$ cat src/rtl/program_sequencer.sv
// Fetch/issue sequencer: walks ROM program, issues one datapath strobe per word.
// Optional SEQ_SINGLE_STEP_EN adds a `step` gate on instruction issue.
module program_sequencer #(
    parameter int PC_W = 8
) (
    input  logic            clk,
    input  logic            rst_n,
    input  logic            start,
    input  logic [1:0]      prog_sel,
    output logic [1:0]      prog,
    output logic [PC_W-1:0] address,
    input  logic [7:0]      instruction,
    input  logic            dp_ready,
`ifdef SEQ_SINGLE_STEP_EN
    input  logic            step,
`endif
    output logic [3:0]      op,
    output logic [1:0]      r1,
    output logic [1:0]      r2,
    output logic            alu_go,
    output logic            push_go,
    output logic            lda_go,
    output logic            ldb_go,
    output logic            out_go,
    output logic            busy,
    output logic            done,
    output logic            err,
    output logic [7:0]      instr_cnt
);

    typedef enum logic [1:0] {
        S_IDLE,
        S_FETCH,
        S_EXEC,
        S_HALT
    } state_t;

    state_t          state;
    state_t          state_nx;
    logic [PC_W-1:0] pc;
    logic            is_alu;
    logic            is_push;
    logic            is_lda;
    logic            is_ldb;
    logic            is_out;
    logic            illegal;
    logic            go;
    logic            fire;
    logic            last_pc;
    logic            accept;

    always_comb begin
        is_alu  = 1'b0;
        is_push = 1'b0;
        is_lda  = 1'b0;
        is_ldb  = 1'b0;
        is_out  = 1'b0;
        illegal = 1'b0;
        unique case (1'b1)
            (op == 4'h8):       is_push = 1'b1;
            (op == 4'h9):       is_lda  = 1'b1;
            (op == 4'hA):       is_ldb  = 1'b1;
            (op == 4'hB):       is_out  = 1'b1;
            (op[3:1] == 3'b111): illegal = 1'b1;
            default:            is_alu  = 1'b1;
        endcase
    end

`ifdef SEQ_SINGLE_STEP_EN
    assign go = dp_ready & step;
`else
    assign go = dp_ready;
`endif

    // Strobes are state-qualified but follow dp_ready combinationally.
    assign fire    = (state == S_EXEC) & go & ~illegal;
    assign alu_go  = fire & is_alu;
    assign push_go = fire & is_push;
    assign lda_go  = fire & is_lda;
    assign ldb_go  = fire & is_ldb;
    assign out_go  = fire & is_out;

    assign last_pc = &pc;
    assign accept  = start & ((state == S_IDLE) | (state == S_HALT));
    assign address = pc;
    assign busy    = (state == S_FETCH) | (state == S_EXEC);

    always_comb begin
        state_nx = state;
        case (state)
            S_IDLE, S_HALT: begin
                if (start) state_nx = S_FETCH;
            end
            S_FETCH: state_nx = S_EXEC;
            S_EXEC: begin
                if (illegal)
                    state_nx = S_HALT;
                else if (fire)
                    state_nx = (is_out | last_pc) ? S_HALT : S_FETCH;
            end
            default: state_nx = S_IDLE;
        endcase
    end

    always_ff @(posedge clk or negedge rst_n) begin
        if (!rst_n) begin
            state <= S_IDLE;
        end else begin
            state <= state_nx;
        end
    end

    always_ff @(posedge clk or negedge rst_n) begin
        if (!rst_n) begin
            pc        <= '0;
            prog      <= 2'b00;
            op        <= 4'h0;
            r1        <= 2'b00;
            r2        <= 2'b00;
            done      <= 1'b0;
            err       <= 1'b0;
            instr_cnt <= 8'h00;
        end else begin
            if (accept) begin
                prog      <= prog_sel;
                pc        <= '0;
                done      <= 1'b0;
                err       <= 1'b0;
                instr_cnt <= 8'h00;
            end
            if (state == S_FETCH) begin
                op <= instruction[7:4];
                r1 <= instruction[3:2];
                r2 <= instruction[1:0];
            end
            if (state == S_EXEC) begin
                if (illegal) begin
                    err <= 1'b1;
                end else if (fire) begin
                    if (instr_cnt != 8'hFF)
                        instr_cnt <= instr_cnt + 8'd1;
                    // Top address ends the run rather than wrapping.
                    if (is_out)
                        done <= 1'b1;
                    else if (last_pc)
                        err <= 1'b1;
                    else
                        pc <= pc + 1'b1;
                end
            end
        end
    end

endmodule

$ cat config.mk
export PLATFORM = sky130hd
export DESIGN_NAME = program_sequencer
export DESIGN_NICKNAME = d
export VERILOG_FILES = /design/src/rtl/program_sequencer.sv
export SDC_FILE = /design/constraint.sdc
export NUM_CORES = 1
export LEC_CHECK = 0
export ABC_AREA = 1
export BUFFER_PORTS_ARGS = -buffer_cell sky130_fd_sc_hd__clkbuf_2
export CAP_MARGIN = 0
export CORE_UTILIZATION = 53
export CTS_BUF_LIST = sky130_fd_sc_hd__clkbuf_4
export CTS_CLUSTER_SIZE = 16
export DETAILED_ROUTE_END_ITERATION = 8
export GPL_TIMING_DRIVEN = 0
export PLACE_DENSITY = 0.78
export RECOVER_POWER = 100
export SYNTH_ARGS = -nofsm -noshare
export SYNTH_HDL_FRONTEND = slang
export SYNTH_SLANG_ARGS = --single-unit
$ cat constraint.sdc
create_clock -name clk -period 2.1 [get_ports clk]
set_clock_uncertainty 0.2 [all_clocks]
set_input_delay 0.105 -clock clk [delete_from_list [all_inputs] [get_ports clk]]
set_output_delay 0.105 -clock clk [all_outputs]
set_load 0.01 [all_outputs]
==> reports/qor.csv <==
stage,metric,value,unit
placed_design,place_ws,0.301,ns
timing,setup_ws,0.194,ns
logic_synthesis,synth-main-ff-cell,dfrtp_1,
finish,design_area,0.00210,mm2
timing,max-slew-margin-rel,52.0,%
worst_setup_path,slowest_delay,0.41,ns
worst_setup_path,crit_slowest_cell,dfrtp_1,
logic_synthesis,synth.distinct_cells,27,
worst_setup_path,worstSetupPathType,flop to flop,
logic_synthesis,synth_edf_count,0,
logic_synthesis,seq_area_frac_synth,44.9,%
finish,drive_gt1_share,11.6,%
clock_network,cts_made_buffers,5,
logic_synthesis,postSynthNetCount,244,
route,drc,0,
clock_network,tritoncts,yes,
timing,min_period,1.91,ns
global_route,grt_pass1_wl,6080,um
route,vias_per_cell,4.76,
worst_setup_path,endpoint,address[5],
timing,grt_setup_unrepaired,no,
clock_network,clk_path_buf_depth,2,
pwr,leakage,1.08,nW
worst_setup_path,path_buf_inv,3,
timing,finalHoldViolCount,0,
floorplanning,io-pin-count,48,
worst_setup_path,crit_family,simple AND/OR/NAND/NOR gates,
clock_network,path_clk_slew,0.09,ns
global_route,grt_usage,23.9,%
global_route,grt_max_degree,31,
clock_network,htreeDepth,2,
placed_design,dp_hpwl,2540,um
pwr,ir_worst_vdd,0.000702,V
floorplanning,core-area,0.00303,mm2
floorplanning,fp-row-count,20,
finish,final_common_cell,nand2_1,
pwr,p_per_area,984,mW/mm2
global_route,grt_antenna_before_repair,0,
worst_setup_path,path_cells,inv_1 > ha_2 > nand2_2 > clkinv_2 > nand2_4 > nor2_2 > nand2_4 > buf_4 > nor2_2 > a21oi_2,
finish,layout_common_cells,"85 x nand2_1, 36 x clkbuf_1, 30 x dfrtp_1",
clock_network,cts.sinks,30,
route,ant_nets,0,
clock_network,clockRootBuffer,clkbuf_4,
finish,insertedDiodeCount,0,
worst_setup_path,critPathLaunchType,flop,
route,drtIter0Drc,62,
worst_setup_path,r2r_slack,0.19,ns
logic_synthesis,syn_area_per_cell,7.40,um2
route,avgRoutedWirePerCell,10.9,um
worst_setup_path,crit_start,state[0],
logic_synthesis,yosys_register_bits,30,
logic_synthesis,yosys_warnings,0,
worst_setup_path,cp_num_cells,10,
status,outcome,"finished, final reports clean",
route,via_count,1600,
logic_synthesis,async_reset_ff_share,100,%
finish,layout.nets,310,
logic_synthesis,synth_area,0.00167,mm2
floorplanning,chipHeight,58.2,um
worst_setup_path,cp_data_required_time,2.11,ns
worst_setup_path,r2r_end,address[5],
timing,fmax,525,MHz
clock_network,insertion_delay,0.32,ns
floorplanning,dieArea,0.00338,mm2
min_path,hp-class,input port to flop,
worst_setup_path,r2r-start,state[0],
timing,tns,0,ns
timing,setup_viol,0,
placed_design,gp_congestion,0.781,
placed_design,placed_cell_area,0.00196,mm2
worst_setup_path,arrival,1.92,ns
global_route,grt_remaining_overflow,0,
floorplanning,start_util,55.2,%
finish,fin_util,69.4,%
placed_design,port_buffers,47,
pwr,p_total,2.07,mW
timing,finalMaxSlewViolations,0,
worst_setup_path,worstPathMaxFanout,10,
route,postRouteWirelength,3670,um
logic_synthesis,syn_inst,226,
global_route,grt_pass1_vias,1476,
worst_setup_path,critPathCaptureType,flop,
timing,finalCritPeriodShare,90.8,%
route,first_pass_iters,4,
timing,worst_slew_pin_slew,0.721,ns
finish,area_growth_syn_to_layout,25.6,%
worst_setup_path,reg2reg_depth,10,
flow_run,cap_viol_max_count,0,
floorplanning,dieWidth,58.2,um
[registers in the layout, summed over array words and instances, names as in the netlist]
| register | cells |
|---|---|
| state | 2 |
| address | 8 |
| r1 | 2 |
| prog | 2 |
| instr_cnt | 8 |
| done | 1 |
| err | 1 |
| r2 | 2 |
| op | 4 |
[area by class of cell]
class	instances	area, um2
inverter	31	118
clock buffer	5	37.5
sequential	30	751
tap	44	55.1
buffer	3	15.0
timing repair buffer	59	313
fill	281	927
multi-input combinational	162	778
clock inverter	2	33.8
[where the power goes]
part | leakage, nW | switching (mW) | internal, mW | total, mW
registers | 0.397 | 0.136 | 0.716 | 0.853
logic | 0.640 | 0.528 | 0.254 | 0.783
clock network | 0.0387 | 0.191 | 0.240 | 0.432
[through the flow]
stage          instances  hold WS [ns]
2_1_floorplan        226        -0.391
3_3_place_gp         317      -0.00117
3_5_place_dp         317       0.00238
4_1_cts              336        0.0477
5_1_grt              336        0.0812
6_report             336        0.0484
[cell usage after synthesis (2+ instances only)]
library cell  instances  share of area [%]
ha_1                  4                3.0
dfrtp_1              30                 45
nor4_1                3                1.1
o21ai_0              12                3.6
nand2_2               2               0.75
inv_1                28                6.3
nor2_1               17                3.8
inv_2                 2               0.45
nand2_4               3                2.0
nand3_1              22                6.6
o21ai_1               3               0.90
xor2_1                2                1.0
nand2_1              84                 19
[how the worst min path moves through the flow]
stage	to	slack [ns]	cells after the start	startpoint
detailed placement	address[4]	0.002	1	rst_n
floorplan	address[0]	-0.39	0	rst_n
global route	instr_cnt[3]	0.08	6	dp_ready
CTS	state[1]	0.05	7	dp_ready
global placement	address[3]	-0.001	1	rst_n
finish	instr_cnt[3]	0.05	6	dp_ready
[layer usage]
| metal | routed length, um | part of all wire, % | track usage, % |
|---|---|---|---|
| met1 | 1690 | 46 | 28.7 |
| met2 | 1760 | 48 | 41.4 |
| met3 | 167 | 4.5 | 5.13 |
| met4 | 46 | 1.3 | 10.2 |
| met5 | 0 | 0 | 0 |
[worst min-delay path: cells and delay by family]
family	cells	cell delay [ns]
AND/OR/NAND/NOR	4	0.29
buffers and inverters	2	0.14
[cells by family after synthesis]
kind of cell             share of synthesized area (%)
XOR/XNOR                                          1.05
flip-flops                                        44.9
AO/OA/AOI/OAI                                     6.28
adder cells (fa/ha/maj)                           2.99
buffers and inverters                             8.15
AND/OR/NAND/NOR                                   36.6
[timing repair]
action	4_1_cts	5_1_grt
hold endpoints to repair	45	0
gates resized for setup	0	2
setup endpoints to repair	0	2
setup buffers	0	0
hold buffers	12	0
Power figures use the tool's default switching activity.
